<file path="src/rtl/stage_if_prefetch_pkg.sv">
// Shared widths, fetch step and fetch-entry layout for the prefetching IF stage.
// Latency: n/a (types and constants only).
// Backpressure: n/a.
package stage_if_prefetch_pkg;

    localparam int ADDR_W_DEF  = 32;
    localparam int INSTR_W_DEF = 32;
    localparam int PC_STEP_DEF = 4;

    // One buffered fetch at the default widths: where it came from and what came back.
    typedef struct packed {
        logic [ADDR_W_DEF-1:0]  addr;
        logic [INSTR_W_DEF-1:0] instr;
    } fetch_entry_t;

endpackage

</file>
<file path="src/rtl/stage_if_prefetch_fetch_fifo.sv">
// Generic synchronous FIFO holding prefetched {addr, instr} entries, with flush.
// Latency: write at the clock edge, visible on head_dat the following cycle.
// Backpressure: push ignored when full unless a pop happens in the same cycle.
module stage_if_prefetch_fetch_fifo #(
    parameter int WIDTH = 64,
    parameter int DEPTH = 4
) (
    input  logic                     clk,
    input  logic                     rst,
    input  logic                     flush,
    input  logic                     push,
    input  logic [WIDTH-1:0]         push_dat,
    input  logic                     pop,
    output logic [WIDTH-1:0]         head_dat,
    output logic [$clog2(DEPTH):0]   count,
    output logic                     full,
    output logic                     empty
);
    localparam int AW = $clog2(DEPTH);
    localparam int CW = AW + 1;

    logic [WIDTH-1:0] mem [DEPTH];
    logic [AW-1:0]    wr_ptr;
    logic [AW-1:0]    rd_ptr;
    logic             do_push;
    logic             do_pop;

    // A full FIFO still takes a push when the head leaves in the same cycle.
    assign do_push  = push && (!full || pop);
    assign do_pop   = pop && !empty;
    assign full     = (count == CW'(DEPTH));
    assign empty    = (count == '0);
    assign head_dat = mem[rd_ptr];

    // Pointer and occupancy tracking; flush drops everything at once.
    always_ff @(posedge clk or posedge rst) begin
        if (rst) begin
            wr_ptr <= '0;
            rd_ptr <= '0;
            count  <= '0;
        end else if (flush) begin
            wr_ptr <= '0;
            rd_ptr <= '0;
            count  <= '0;
        end else begin
            if (do_push) wr_ptr <= wr_ptr + AW'(1);
            if (do_pop)  rd_ptr <= rd_ptr + AW'(1);
            count <= count + CW'(do_push) - CW'(do_pop);
        end
    end

    // Storage array; contents need no reset since occupancy gates visibility.
    always_ff @(posedge clk) begin
        if (do_push && !flush) mem[wr_ptr] <= push_dat;
    end

endmodule

</file>
<file path="src/rtl/stage_if_prefetch.sv">
// Prefetching IF stage: fetch PC, one outstanding imem request, DEPTH-entry buffer to ID.
// Latency: request N -> valid N+2 (N+1 when IF_BYPASS_EN routes a response around an empty buffer).
// Backpressure: freeze holds the head; requests stop once buffer + in-flight reach DEPTH.
module stage_if_prefetch
    import stage_if_prefetch_pkg::*;
#(
    parameter int                ADDR_W   = ADDR_W_DEF,
    parameter int                INSTR_W  = INSTR_W_DEF,
    parameter int                DEPTH    = 4,
    parameter int                PC_STEP  = PC_STEP_DEF,
    parameter logic [ADDR_W-1:0] RESET_PC = '0
) (
    input  logic               clk,
    input  logic               rst,
    input  logic               freeze,
    input  logic               branch_taken,
    input  logic [ADDR_W-1:0]  branch_addr,
    output logic               imem_req,
    output logic [ADDR_W-1:0]  imem_addr,
    input  logic               imem_ready,
    input  logic [INSTR_W-1:0] imem_rdata,
    output logic               valid,
    output logic [ADDR_W-1:0]  pc,
    output logic [INSTR_W-1:0] instruction
);
    localparam int CW = $clog2(DEPTH) + 1;

    typedef struct packed {
        logic [ADDR_W-1:0]  addr;
        logic [INSTR_W-1:0] instr;
    } entry_t;

    logic [ADDR_W-1:0] fetch_pc;
    logic [ADDR_W-1:0] inflight_addr;
    logic              inflight;
    logic              accept;
    logic              resp_vld;
    logic              push_vld;
    logic              pop_vld;
    logic              head_vld;
    logic [CW-1:0]     fifo_count;
    logic [CW-1:0]     occupancy;
    logic              fifo_full;
    logic              fifo_empty;
    entry_t            fifo_head;
    entry_t            resp_entry;
    entry_t            out_entry;

    // Reserve a slot for every outstanding word so a response can never be dropped.
    assign occupancy = fifo_count + CW'(inflight);
    assign imem_req  = !rst && !branch_taken && !fifo_full && (occupancy < CW'(DEPTH));
    assign imem_addr = fetch_pc;
    assign accept    = imem_req && imem_ready;

    // A response landing in a branch cycle belongs to the old path and is squashed.
    assign resp_vld   = inflight && !branch_taken;
    assign resp_entry = '{addr: inflight_addr, instr: imem_rdata};

`ifdef IF_BYPASS_EN
    logic bypass_vld;
    // Empty buffer: show the fresh word now; it is only buffered if ID is frozen.
    assign bypass_vld = resp_vld && fifo_empty;
    assign push_vld   = resp_vld && !(bypass_vld && !freeze);
    assign head_vld   = !fifo_empty || bypass_vld;
    assign out_entry  = fifo_empty ? resp_entry : fifo_head;
`else
    assign push_vld  = resp_vld;
    assign head_vld  = !fifo_empty;
    assign out_entry = fifo_head;
`endif

    assign pop_vld = !fifo_empty && !freeze;

    // Head presentation; pc reports the successor address, zeroed when nothing is held.
    always_comb begin
        valid       = head_vld;
        pc          = '0;
        instruction = '0;
        if (head_vld) begin
            pc          = out_entry.addr + ADDR_W'(PC_STEP);
            instruction = out_entry.instr;
        end
    end

    // Fetch PC and the single outstanding-request tag; a branch redirects and forgets it.
    always_ff @(posedge clk or posedge rst) begin
        if (rst) begin
            fetch_pc      <= RESET_PC;
            inflight      <= 1'b0;
            inflight_addr <= '0;
        end else if (branch_taken) begin
            fetch_pc <= branch_addr;
            inflight <= 1'b0;
        end else begin
            inflight <= accept;
            if (accept) begin
                inflight_addr <= fetch_pc;
                fetch_pc      <= fetch_pc + ADDR_W'(PC_STEP);
            end
        end
    end

    stage_if_prefetch_fetch_fifo #(
        .WIDTH (ADDR_W + INSTR_W),
        .DEPTH (DEPTH)
    ) u_fifo (
        .clk      (clk),
        .rst      (rst),
        .flush    (branch_taken),
        .push     (push_vld),
        .push_dat (resp_entry),
        .pop      (pop_vld),
        .head_dat (fifo_head),
        .count    (fifo_count),
        .full     (fifo_full),
        .empty    (fifo_empty)
    );

endmodule

</file>
<file path="config.mk">
export PLATFORM = sky130hd
export DESIGN_NAME = stage_if_prefetch
export DESIGN_NICKNAME = d
export VERILOG_FILES = /design/src/rtl/stage_if_prefetch_pkg.sv /design/src/rtl/stage_if_prefetch_fetch_fifo.sv /design/src/rtl/stage_if_prefetch.sv
export SDC_FILE = /design/constraint.sdc
export NUM_CORES = 1
export LEC_CHECK = 0
export BUFFER_PORTS_ARGS = -buffer_cell sky130_fd_sc_hd__clkbuf_2
export CAP_MARGIN = 20
export CORE_MARGIN = 5
export CORE_UTILIZATION = 50
export CTS_CLUSTER_DIAMETER = 30
export DETAILED_ROUTE_END_ITERATION = 8
export PLACE_DENSITY_LB_ADDON = 0.05
export SYNTH_ARGS = -nofsm -noshare
export SYNTH_HDL_FRONTEND = slang
export SYNTH_HIERARCHICAL = 1
export SYNTH_SLANG_ARGS = --single-unit
</file>
<file path="constraint.sdc">
create_clock -name clk -period 7.91 [get_ports clk]
set_input_delay 0.791 -clock clk [delete_from_list [all_inputs] [get_ports clk]]
set_output_delay 0.791 -clock clk [all_outputs]
set_load 0.02 [all_outputs]
</file>
==> results.py, run 1 <==
metrics = {
    "outcome": {
        "outcome": "complete, no violations",
    },
    "global_route": {
        "grt_pass1_wl_um": 48580,
        "antenna_found_initial": 0,
        "grt_remaining_overflow": 0,
        "grt_pass1_vias": 9035,
        "grt_max_degree": 73,
        "grt_usage_pct": 19.57,
    },
    "timing": {
        "timing.final.crit_share_pct": 63.79,
        "fmax_ghz": 0.1982,
        "final-max-slew-violation-count": 0,
        "finalHoldViolations": 0,
        "rsz0062_at_grt": "false",
        "skew_ns": 0.01968,
        "relSlewSlack_pct": 33.89,
        "setup_viol": 0,
        "fin_crit_ns": 5.046,
        "tns_ns": 0,
        "tightest_slew_ns": 0.9827,
    },
    "die": {
        "io_pins": 167,
        "die_x_um": 177.7,
        "die_h_um": 177.7,
        "initial_utilization_pct": 50.59,
        "die_area_sq_um": 31560,
        "num_rows": 61,
        "coreArea_sq_um": 27780,
    },
    "yosys": {
        "yosysTopAreaCellShare_pct": 54.69,
        "netlist_top_cells_area": "edfxtp_1 (55%), dfrtp_1 (13%), mux4_2 (10%)",
        "avgSynthCellArea_sq_um": 15.21,
        "yosysMostFrequentCell": "edfxtp_1",
        "synth.distinct_cells": 61,
        "ys_ff_latch": 328,
        "synth-main-ff-cell": "edfxtp_1",
        "synth_cells": 924,
        "yosysTopAreaCell": "edfxtp_1",
        "yosys_warnings": 6,
        "synth_area_sq_um": 14060,
        "ys_async_sr_fraction_pct": 21.95,
        "ys_top_cells_by_count": "edfxtp_1 (256), nand2_1 (114), dfrtp_1 (72)",
        "ys_seq_area_share_pct": 67.51,
        "syn_nets": 1002,
        "synth_edf_count": 256,
    },
    "worst_setup_path": {
        "worstSetupEndpointType": "output pin",
        "crit_required_ns": 7.12,
        "slowest_stage": "dfrtp_4",
        "critPathMaxFanout": 37,
        "reg2reg_from": "u_fifo/count[1]",
        "crit_arrival_ns": 4.25,
        "setup.worst_path.start": "u_fifo/rd_ptr[0]",
        "worstPathCellList": "buf_4 -> mux4_2 -> nand4_2 -> or4_1 -> nor4_1 -> mux2_2 -> clkbuf_2",
        "path_delay_family": "simple AND/OR/NAND/NOR gates",
        "cp-start-kind": "flop",
        "critPathMaxStageDelay_ns": 0.80,
        "cp_num_buf_inv": 2,
        "path_class": "reg2out",
    },
    "cts": {
        "clockRootBuffer": "clkbuf_16",
        "cts.reportedPaths.clkPinSlew_ns": 0.04,
        "cts_resized": 0,
        "numCtsBuffers": 71,
        "insertion_delay_ns": 0.55,
        "cts_setup_buffers": 0,
        "clock-sinks": 328,
        "postCtsHoldBufs": 0,
        "cts_tree": "yes",
        "clockBufferDepth": 3,
        "htreeDepth": 3,
    },
    "power_and_ir_drop": {
        "power.leakage_nw": 6.629,
        "ir_drop_mv": 0.2627,
        "p_per_area_nw_per_um2": 301.4,
        "p_int_mw": 4.200,
        "p_switching_mw": 1.154,
        "sequentialPowerShare_pct": 37.9,
        "total_power_mw": 5.354,
        "p_comb_share_pct": 4.4,
        "switching_share_pct": 21.56,
        "p_clk_share_pct": 57.6,
    },
    "cells_and_area": {
        "fill_cells": 2106,
        "final_nets": 1203,
        "layout-drive-gt1-share_pct": 33.45,
        "fin_util_pct": 63.94,
        "instances_no_fill": 1559,
        "areaGrowthSynthToFinish_pct": 26.38,
        "n_antenna_cell": 0,
        "postLayoutCellArea_sq_um": 17760,
    },
    "routing": {
        "firstDrtPassIters": 5,
        "drtIter0Drc": 589,
        "avgRoutedWirePerCell_um": 19.33,
        "viasPerCell": 5.472,
        "routed_wl_um": 30140,
        "vias": 8531,
        "ant_nets": 0,
        "drc": 0,
    },
    "hold_path": {
        "hold_class": "in2async",
    },
    "job": {
        "maxCapViolCount": 0,
    },
    "placed_design": {
        "dp.final_hpwl_um": 18480,
        "placed_area_sq_um": 15220,
        "gp_congestion": 0.7967,
        "io_buffer_count": 166,
        "placed_cells": 1430,
    },
}
final cells by class:
cell class                 instances  area [sq um]  share of cell area (%)
clock inverter                    45         659.4                   3.712
multi-input combinational        513          4202                   23.65
clock buffer                      84          1887                   10.62
sequential                       328          9494                   53.44
timing repair buffer             179         928.4                   5.226
tap                              378         473.0                   2.662
inverter                          32         121.4                  0.6832
routing by layer:
metal | vias up | part of all wire [%] | track usage (%)
met5 | - | 0 | 0
met4 | 0 | 1.8 | 6.252
met3 | 51 | 6.5 | 4.218
met2 | 307 | 47 | 30.92
met1 | 4183 | 45 | 27.50
li1 | 3990 | - | -
layout by cell type, fill, tap and decap left out, drive strengths merged, types with 4 or more instances in the layout:
cell type  netlist  final
nand4           21     21
or3              7      7
bufinv           0     14
mux2            16     16
nor4            21     21
or4              9      9
a311o            4      4
and4             5      5
nor3            13     13
ha               8      8
a221o            9      9
mux2i           14     14
nand2          114    114
xor2            11     11
nor2            34     34
nand3           27     27
dfrtp           72     72
clkinvlp         0      4
edfxtp         256    256
and2             5      5
a21oi           15     15
buf             22     13
nor2b           41     41
clkinv           2     23
mux4            64     64
o31ai            9      9
nor3b            8      8
inv             30     36
a21o             4      4
o21ai           21     21
clkbuf          29    250
o211ai           6      6
path summary, 6_finish.rpt:
path	to	slack, ns	cells after the start
min reg2reg	inflight_addr[0]	0.51	2
max	pc[31]	2.86	7
min in group clk	imem_addr[29]	0.45	3
max reg2reg	u_fifo/count[2]	4.38	13
max in group asynchronous	inflight_addr[4]	6.73	3
min	imem_addr[29]	0.18	2
stage by stage:
| step | setup WS, ns | hold WS, ns |
|---|---|---|
| after floorplan | 1.058 | 0.4758 |
| after global placement | 3.376 | 0.4876 |
| after detailed placement | 3.321 | 0.5091 |
| after CTS | 2.718 | 0.1615 |
| after global routing | 2.487 | 0.1826 |
| final | 2.864 | 0.1754 |
registers in the layout, summed over array words and instances (netlist names):
| signal | flops |
|---|---|
| u_fifo/count | 3 |
| imem_addr | 32 |
| u_fifo/mem | 256 |
| u_fifo/rd_ptr | 2 |
| u_fifo/wr_ptr | 2 |
| inflight_addr | 32 |
| inflight | 1 |
power groups by stage:
| stage | Combinational (mW) | Clock (mW) | Sequential (mW) |
|---|---|---|---|
| after floorplan | 0.138 | 0 | 2.05 |
| after global placement | 0.235 | 0 | 2.06 |
| after detailed placement | 0.239 | 0 | 2.06 |
| after CTS | 0.241 | 3.14 | 2.03 |
| after global routing | 0.265 | 3.24 | 2.04 |
| final | 0.236 | 3.09 | 2.03 |
cells by family after synthesis:
logic type	count (synthesis)	synth area share, %
simple gates	314	11.38
flops	328	67.51
xor+xnor	13	0.8100
mux	94	12.56
fa+ha+maj	9	0.8546
buf+inv	83	2.786
compound gates	83	4.104
Power figures use the tool's default switching activity.
==> run 2, diff against run 1 <==
clock period = 4.43 ns   (was 7.91 ns; I/O delays follow)
==> run 2 against run 1 <==
  * Clock power is 58% higher
  * Routed wire length fell by 1.3%
  * Sequential share of layout area rose by 0.60 points
  * Clock skew decreased by 0.0062 ns
  * Combinational power grew 80%
  * Critical endpoint is now pc[17]
  * Power grew 67%
  * Setup slack lost 2.5 ns
  * Critical path depth unchanged
  * Non-clock buffer count increased by 5
==> results.py, run 2 (synthesis results as in run 1) <==
metrics = {
    "outcome": {
        "outcome": "complete, no violations",
    },
    "timing": {
        "timing.final.crit_share_pct": 91.98,
        "fin_crit_ns": 4.075,
        "tns_ns": 0,
        "fin_hold_ws_ns": 0.1147,
        "relSlewSlack_pct": 34.00,
        "rsz0062_at_grt": "false",
        "fmax_ghz": 0.2454,
        "setup_viol": 0,
        "final-max-slew-violation-count": 0,
        "tightest_slew_ns": 0.9900,
        "finalHoldViolations": 0,
        "layout_setup_ws_ns": 0.3554,
        "skew_ns": 0.01348,
    },
    "global_route": {
        "grt_pass1_wl_um": 47480,
        "grt_pass1_vias": 8789,
        "grt_usage_pct": 19.17,
        "grt_remaining_overflow": 0,
        "antenna_found_initial": 0,
        "grt_max_degree": 72,
    },
    "power_and_ir_drop": {
        "ir_drop_mv": 0.3186,
        "power.leakage_nw": 6.537,
        "p_per_area_nw_per_um2": 509.0,
    },
    "placed_design": {
        "io_buffer_count": 166,
        "placed_area_sq_um": 15310,
        "gp_congestion": 0.7707,
        "dp.final_hpwl_um": 18650,
        "place_ws_ns": 0.8829,
    },
    "cells_and_area": {
        "final_cell_mix": "edfxtp_1 (256), clkbuf_2 (166), nand2_1 (114)",
        "layout-drive-gt1-share_pct": 32.80,
        "areaGrowthSynthToFinish_pct": 24.99,
        "final_nets": 1203,
        "fin_util_pct": 63.24,
        "fill_cells": 2150,
        "n_antenna_cell": 0,
        "regMostFlops": "u_fifo/mem",
        "largest_reg_flops": 256,
        "seqCellArea_sq_um": 9494,
        "final_common_cell": "edfxtp_1",
        "multiInputGateArea_sq_um": 4227,
        "postLayoutCellArea_sq_um": 17570,
    },
    "die": {
        "initial_utilization_pct": 50.59,
        "die_h_um": 177.7,
        "io_pins": 167,
        "die_x_um": 177.7,
        "num_rows": 61,
        "die_area_sq_um": 31560,
        "coreArea_sq_um": 27780,
    },
    "cts": {
        "htreeDepth": 3,
        "clockRootBuffer": "clkbuf_16",
        "clock-sinks": 328,
        "cts_tree": "yes",
        "cts.reportedPaths.clkPinSlew_ns": 0.04,
        "insertion_delay_ns": 0.54,
        "numCtsBuffers": 66,
        "clockBufferDepth": 3,
    },
    "worst_setup_path": {
        "reg2reg_from": "u_fifo/count[1]",
        "critPathMaxFanout": 19,
        "worstSetupEndpointType": "output pin",
        "crit_required_ns": 3.99,
        "path_class": "reg2out",
        "setup.worst_path.start": "u_fifo/rd_ptr[0]",
        "reg2regPathDepth": 11,
        "reg2reg_to": "u_fifo/count[2]",
        "reg2reg_slack_ns": 1.47,
        "cp-start-kind": "flop",
        "crit_arrival_ns": 3.63,
    },
    "routing": {
        "viasPerCell": 5.472,
        "vias": 8509,
        "drtIter0Drc": 483,
        "avgRoutedWirePerCell_um": 19.12,
        "routed_wl_um": 29730,
        "firstDrtPassIters": 5,
        "ant_nets": 0,
        "drc": 0,
    },
    "hold_path": {
        "hold_depth": 3,
        "hold_path_startpoint": "branch_addr[29]",
        "min_to": "imem_addr[29]",
        "hold_class": "in2reg",
    },
    "job": {
        "maxCapViolCount": 0,
    },
}
[run 2: cell count changes in the layout (fill, tap and decap cells not counted)]
cell           before  now
clkinv_8            3    2
dlygate4sd3_1       0    1
inv_6               5    4
buf_12              0    3
nor3b_2             4    0
clkbuf_16          72   68
clkbuf_8            4    1
clkbuf_1            8   12
nor3b_4             0    4
bufinv_16          14    8
clkinv_4            3    9
clkinv_2           12    8
buf_4              13   14
[run 2: area by class of cell]
cell class,count,share of cell area [%]
sequential,328,54.04
multi-input combinational,513,24.06
timing repair buffer,184,5.726
tap,378,2.692
clock inverter,39,2.770
clock buffer,81,10.02
inverter,32,0.6908
[run 2: report_power, final]
group / leakage, nW / total [mW] / internal (mW) / switching [mW]
clock: 1.09 / 4.89 / 3.31 / 1.58
sequential: 3.21 / 3.63 / 3.48 / 0.146
combinational: 2.24 / 0.424 / 0.155 / 0.268
[run 2: layer usage]
metal / vias to the layer above / wire, um / GRT usage (%) / part of all wire [%]
met5: - / 0 / 0 / 0
met4: 0 / 532 / 5.833 / 1.8
met3: 52 / 1980 / 4.666 / 6.7
met2: 302 / 13700 / 29.63 / 46
met1: 4167 / 13520 / 27.32 / 45
li1: 3988 / - / - / -
[run 2: worst max path at each step]
stage / cells after the start / slack, ns / endpoint
floorplan: 7 / -0.11 / u_fifo/mem[2][0]
global placement: 7 / 0.91 / pc[31]
detailed placement: 7 / 0.88 / pc[17]
CTS: 7 / 0.30 / pc[31]
global route: 7 / 0.17 / pc[17]
finish: 7 / 0.36 / pc[17]
[run 2: stage by stage]
stage               power, mW  cells
detailed placement      4.110   1434
global route            9.260   1555
finish                  8.942   1555
global placement        4.097   1434
floorplan               3.901    924
CTS                     9.040   1555
[run 2: worst max-delay path, cell delays in order (launching register included)]
cell      delay (ns)
dfrtp_4         0.64
buf_12          0.25
mux4_2          0.40
and4_1          0.38
nand2_1         0.36
or4_2           0.63
a21oi_1         0.19
clkbuf_2        0.22
[run 2: what timing repair did]
item,in CTS,in global routing
resized for setup,0,0
hold endpoints to repair,7,0
setup buffers,0,0
hold buffers,1,0
==> run 3, diff against run 2 <==
REMOVE_ABC_BUFFERS = 1   (was unset)
==> run 3 against run 2 <==
  * Final cell count barely moved
  * Sequential power is essentially flat
  * Via count shrank 0.11%
  * Routed wire length decreased by 0.60%
  * Power fell by 1.9%
  * Sequential share of layout area is 0.24 points higher
  * Cell area fell by 0.45%
  * Setup slack got worse by 0.017 ns
  * Critical endpoint unchanged
  * Non-clock buffer count down 3
  * Clock skew is 0.0090 ns higher
  * Register-to-register slack improved by 0.15 ns
  * Core utilization is 0.28 points lower
==> results.py, run 3 (synthesis results as in run 1) <==
metrics = {
    "outcome": {
        "outcome": "complete, no violations",
    },
    "power_and_ir_drop": {
        "p_per_area_nw_per_um2": 501.4,
        "ir_drop_mv": 0.3490,
        "total_power_mw": 8.770,
        "power.leakage_nw": 6.432,
    },
    "timing": {
        "final-max-slew-violation-count": 0,
        "finalHoldViolations": 0,
        "tightest_slew_ns": 0.9834,
        "setup_viol": 0,
        "fmax_ghz": 0.2444,
        "skew_ns": 0.02246,
        "timing.final.crit_share_pct": 92.37,
        "rsz0062_at_grt": "false",
        "fin_crit_ns": 4.092,
        "relSlewSlack_pct": 34.44,
    },
    "routing": {
        "ant_nets": 0,
        "viasPerCell": 5.470,
        "firstDrtPassIters": 5,
        "routed_wl_um": 29560,
        "drtIter0Drc": 412,
        "vias": 8500,
        "avgRoutedWirePerCell_um": 19.02,
        "drc": 0,
    },
    "worst_setup_path": {
        "cp-start-kind": "flop",
        "path_delay_family": "simple AND/OR/NAND/NOR gates",
        "crit_required_ns": 3.99,
        "cp_num_buf_inv": 1,
        "crit_arrival_ns": 3.65,
        "reg2regPathDepth": 7,
        "critPathCapture": "pc[17]",
        "worstSetupEndpointType": "output pin",
        "reg2reg_from": "u_fifo/count[1]",
        "path_class": "reg2out",
        "reg2reg_slack_ns": 1.62,
        "critPathMaxFanout": 36,
        "reg2reg_to": "imem_addr[14]",
        "setup.worst_path.start": "u_fifo/rd_ptr[0]",
        "slowest_stage": "dfrtp_4",
        "crit_cells": 6,
        "critPathMaxStageDelay_ns": 0.90,
        "worstPathCellList": "mux4_2 -> and4_1 -> nand2_1 -> or4_2 -> a21oi_1 -> clkbuf_2",
    },
    "placed_design": {
        "io_buffer_count": 166,
        "placed_cells": 1431,
        "gp_congestion": 0.7823,
        "dp.final_hpwl_um": 18110,
    },
    "cts": {
        "clockBufferDepth": 3,
        "cts.reportedPaths.clkPinSlew_ns": 0.05,
        "cts_tree": "yes",
        "htreeDepth": 3,
        "numCtsBuffers": 66,
        "cts_resized": 0,
        "clockRootBuffer": "clkbuf_16",
        "clock-sinks": 328,
        "insertion_delay_ns": 0.55,
        "cts_setup_buffers": 0,
        "postCtsHoldBufs": 1,
    },
    "cells_and_area": {
        "instances_no_fill": 1554,
        "final_nets": 1200,
        "largest_reg_flops": 256,
        "n_antenna_cell": 0,
        "final_common_cell": "edfxtp_1",
        "final_cell_mix": "edfxtp_1 (256), clkbuf_2 (166), nand2_1 (114)",
        "areaGrowthSynthToFinish_pct": 24.43,
        "layout-drive-gt1-share_pct": 32.91,
        "regMostFlops": "u_fifo/mem",
    },
    "hold_path": {
        "hold_class": "in2reg",
    },
    "job": {
        "maxCapViolCount": 0,
    },
    "global_route": {
        "grt_pass1_wl_um": 47150,
        "grt_pass1_vias": 8740,
        "grt_max_degree": 72,
        "grt_usage_pct": 18.97,
        "antenna_found_initial": 0,
        "grt_remaining_overflow": 0,
    },
    "die": {
        "die_x_um": 177.7,
        "num_rows": 61,
        "coreArea_sq_um": 27780,
        "die_area_sq_um": 31560,
        "io_pins": 167,
        "initial_utilization_pct": 50.59,
        "die_h_um": 177.7,
    },
}
-- run 3: metal layers --
| metal | part of all wire (%) | wire length (um) | vias up | track usage, % |
|---|---|---|---|---|
| li1 | - | - | 3978 | - |
| met4 | 1.8 | 532 | 0 | 5.801 |
| met2 | 47 | 14030 | 252 | 30.16 |
| met5 | 0 | 0 | - | 0 |
| met3 | 5.1 | 1520 | 39 | 3.835 |
| met1 | 46 | 13470 | 4231 | 26.77 |
-- run 3: layout make-up --
cell class	count	area (sq um)
Fill cell	2184	10290
Sequential cell	328	9494
Multi-Input combinational cell	513	4202
Clock buffer	73	1709
Timing Repair Buffer	181	996.0
Clock inverter	49	494.2
Tap cell	378	473.0
Inverter	32	121.4
-- run 3: worst register-to-register path, stage by stage (launching register included) --
cell and delay (ns):
dfrtp_1 0.49, or3b_1 0.19, inv_1 0.05, or4b_1 0.48, a21o_2 0.22, clkinv_2 0.53
mux2_2 0.45, a221o_1 0.28
-- run 3: worst min-delay path by stage --
stage	from	to	slack, ns	cells after the start
final	branch_addr[29]	imem_addr[29]	0.11	3
after global routing	imem_rdata[31]	u_fifo/mem[3][31]	0.1	1
after CTS	branch_addr[29]	imem_addr[29]	0.1	3
after detailed placement	rst	u_fifo/count[0]	0.44	2
after global placement	rst	u_fifo/count[0]	0.44	2
after floorplan	rst	u_fifo/count[0]	0.25	1
-- run 3: per-stage QoR --
| stage | setup TNS [ns] | setup WS [ns] | area (sq um) | hold slack (ns) | util, % |
|---|---|---|---|---|---|
| floorplan | -716.83 | -2.596 | 13790 | 0.2464 | - |
| global placement | 0 | 0.8497 | 15280 | 0.4443 | 54.99 |
| detailed placement | 0 | 0.8307 | 15280 | 0.4367 | 54.99 |
| CTS | 0 | 0.2456 | 17490 | 0.09525 | 62.95 |
| global route | 0 | 0.05004 | 17490 | 0.09922 | 62.95 |
| finish | 0 | 0.3381 | 17490 | 0.1069 | 62.95 |
-- run 3: report_power, final --
part	total [mW]	internal, mW	switching [mW]
combinational	0.421	0.154	0.267
sequential	3.62	3.48	0.144
clock	4.72	3.07	1.65
total	8.77	6.71	2.06
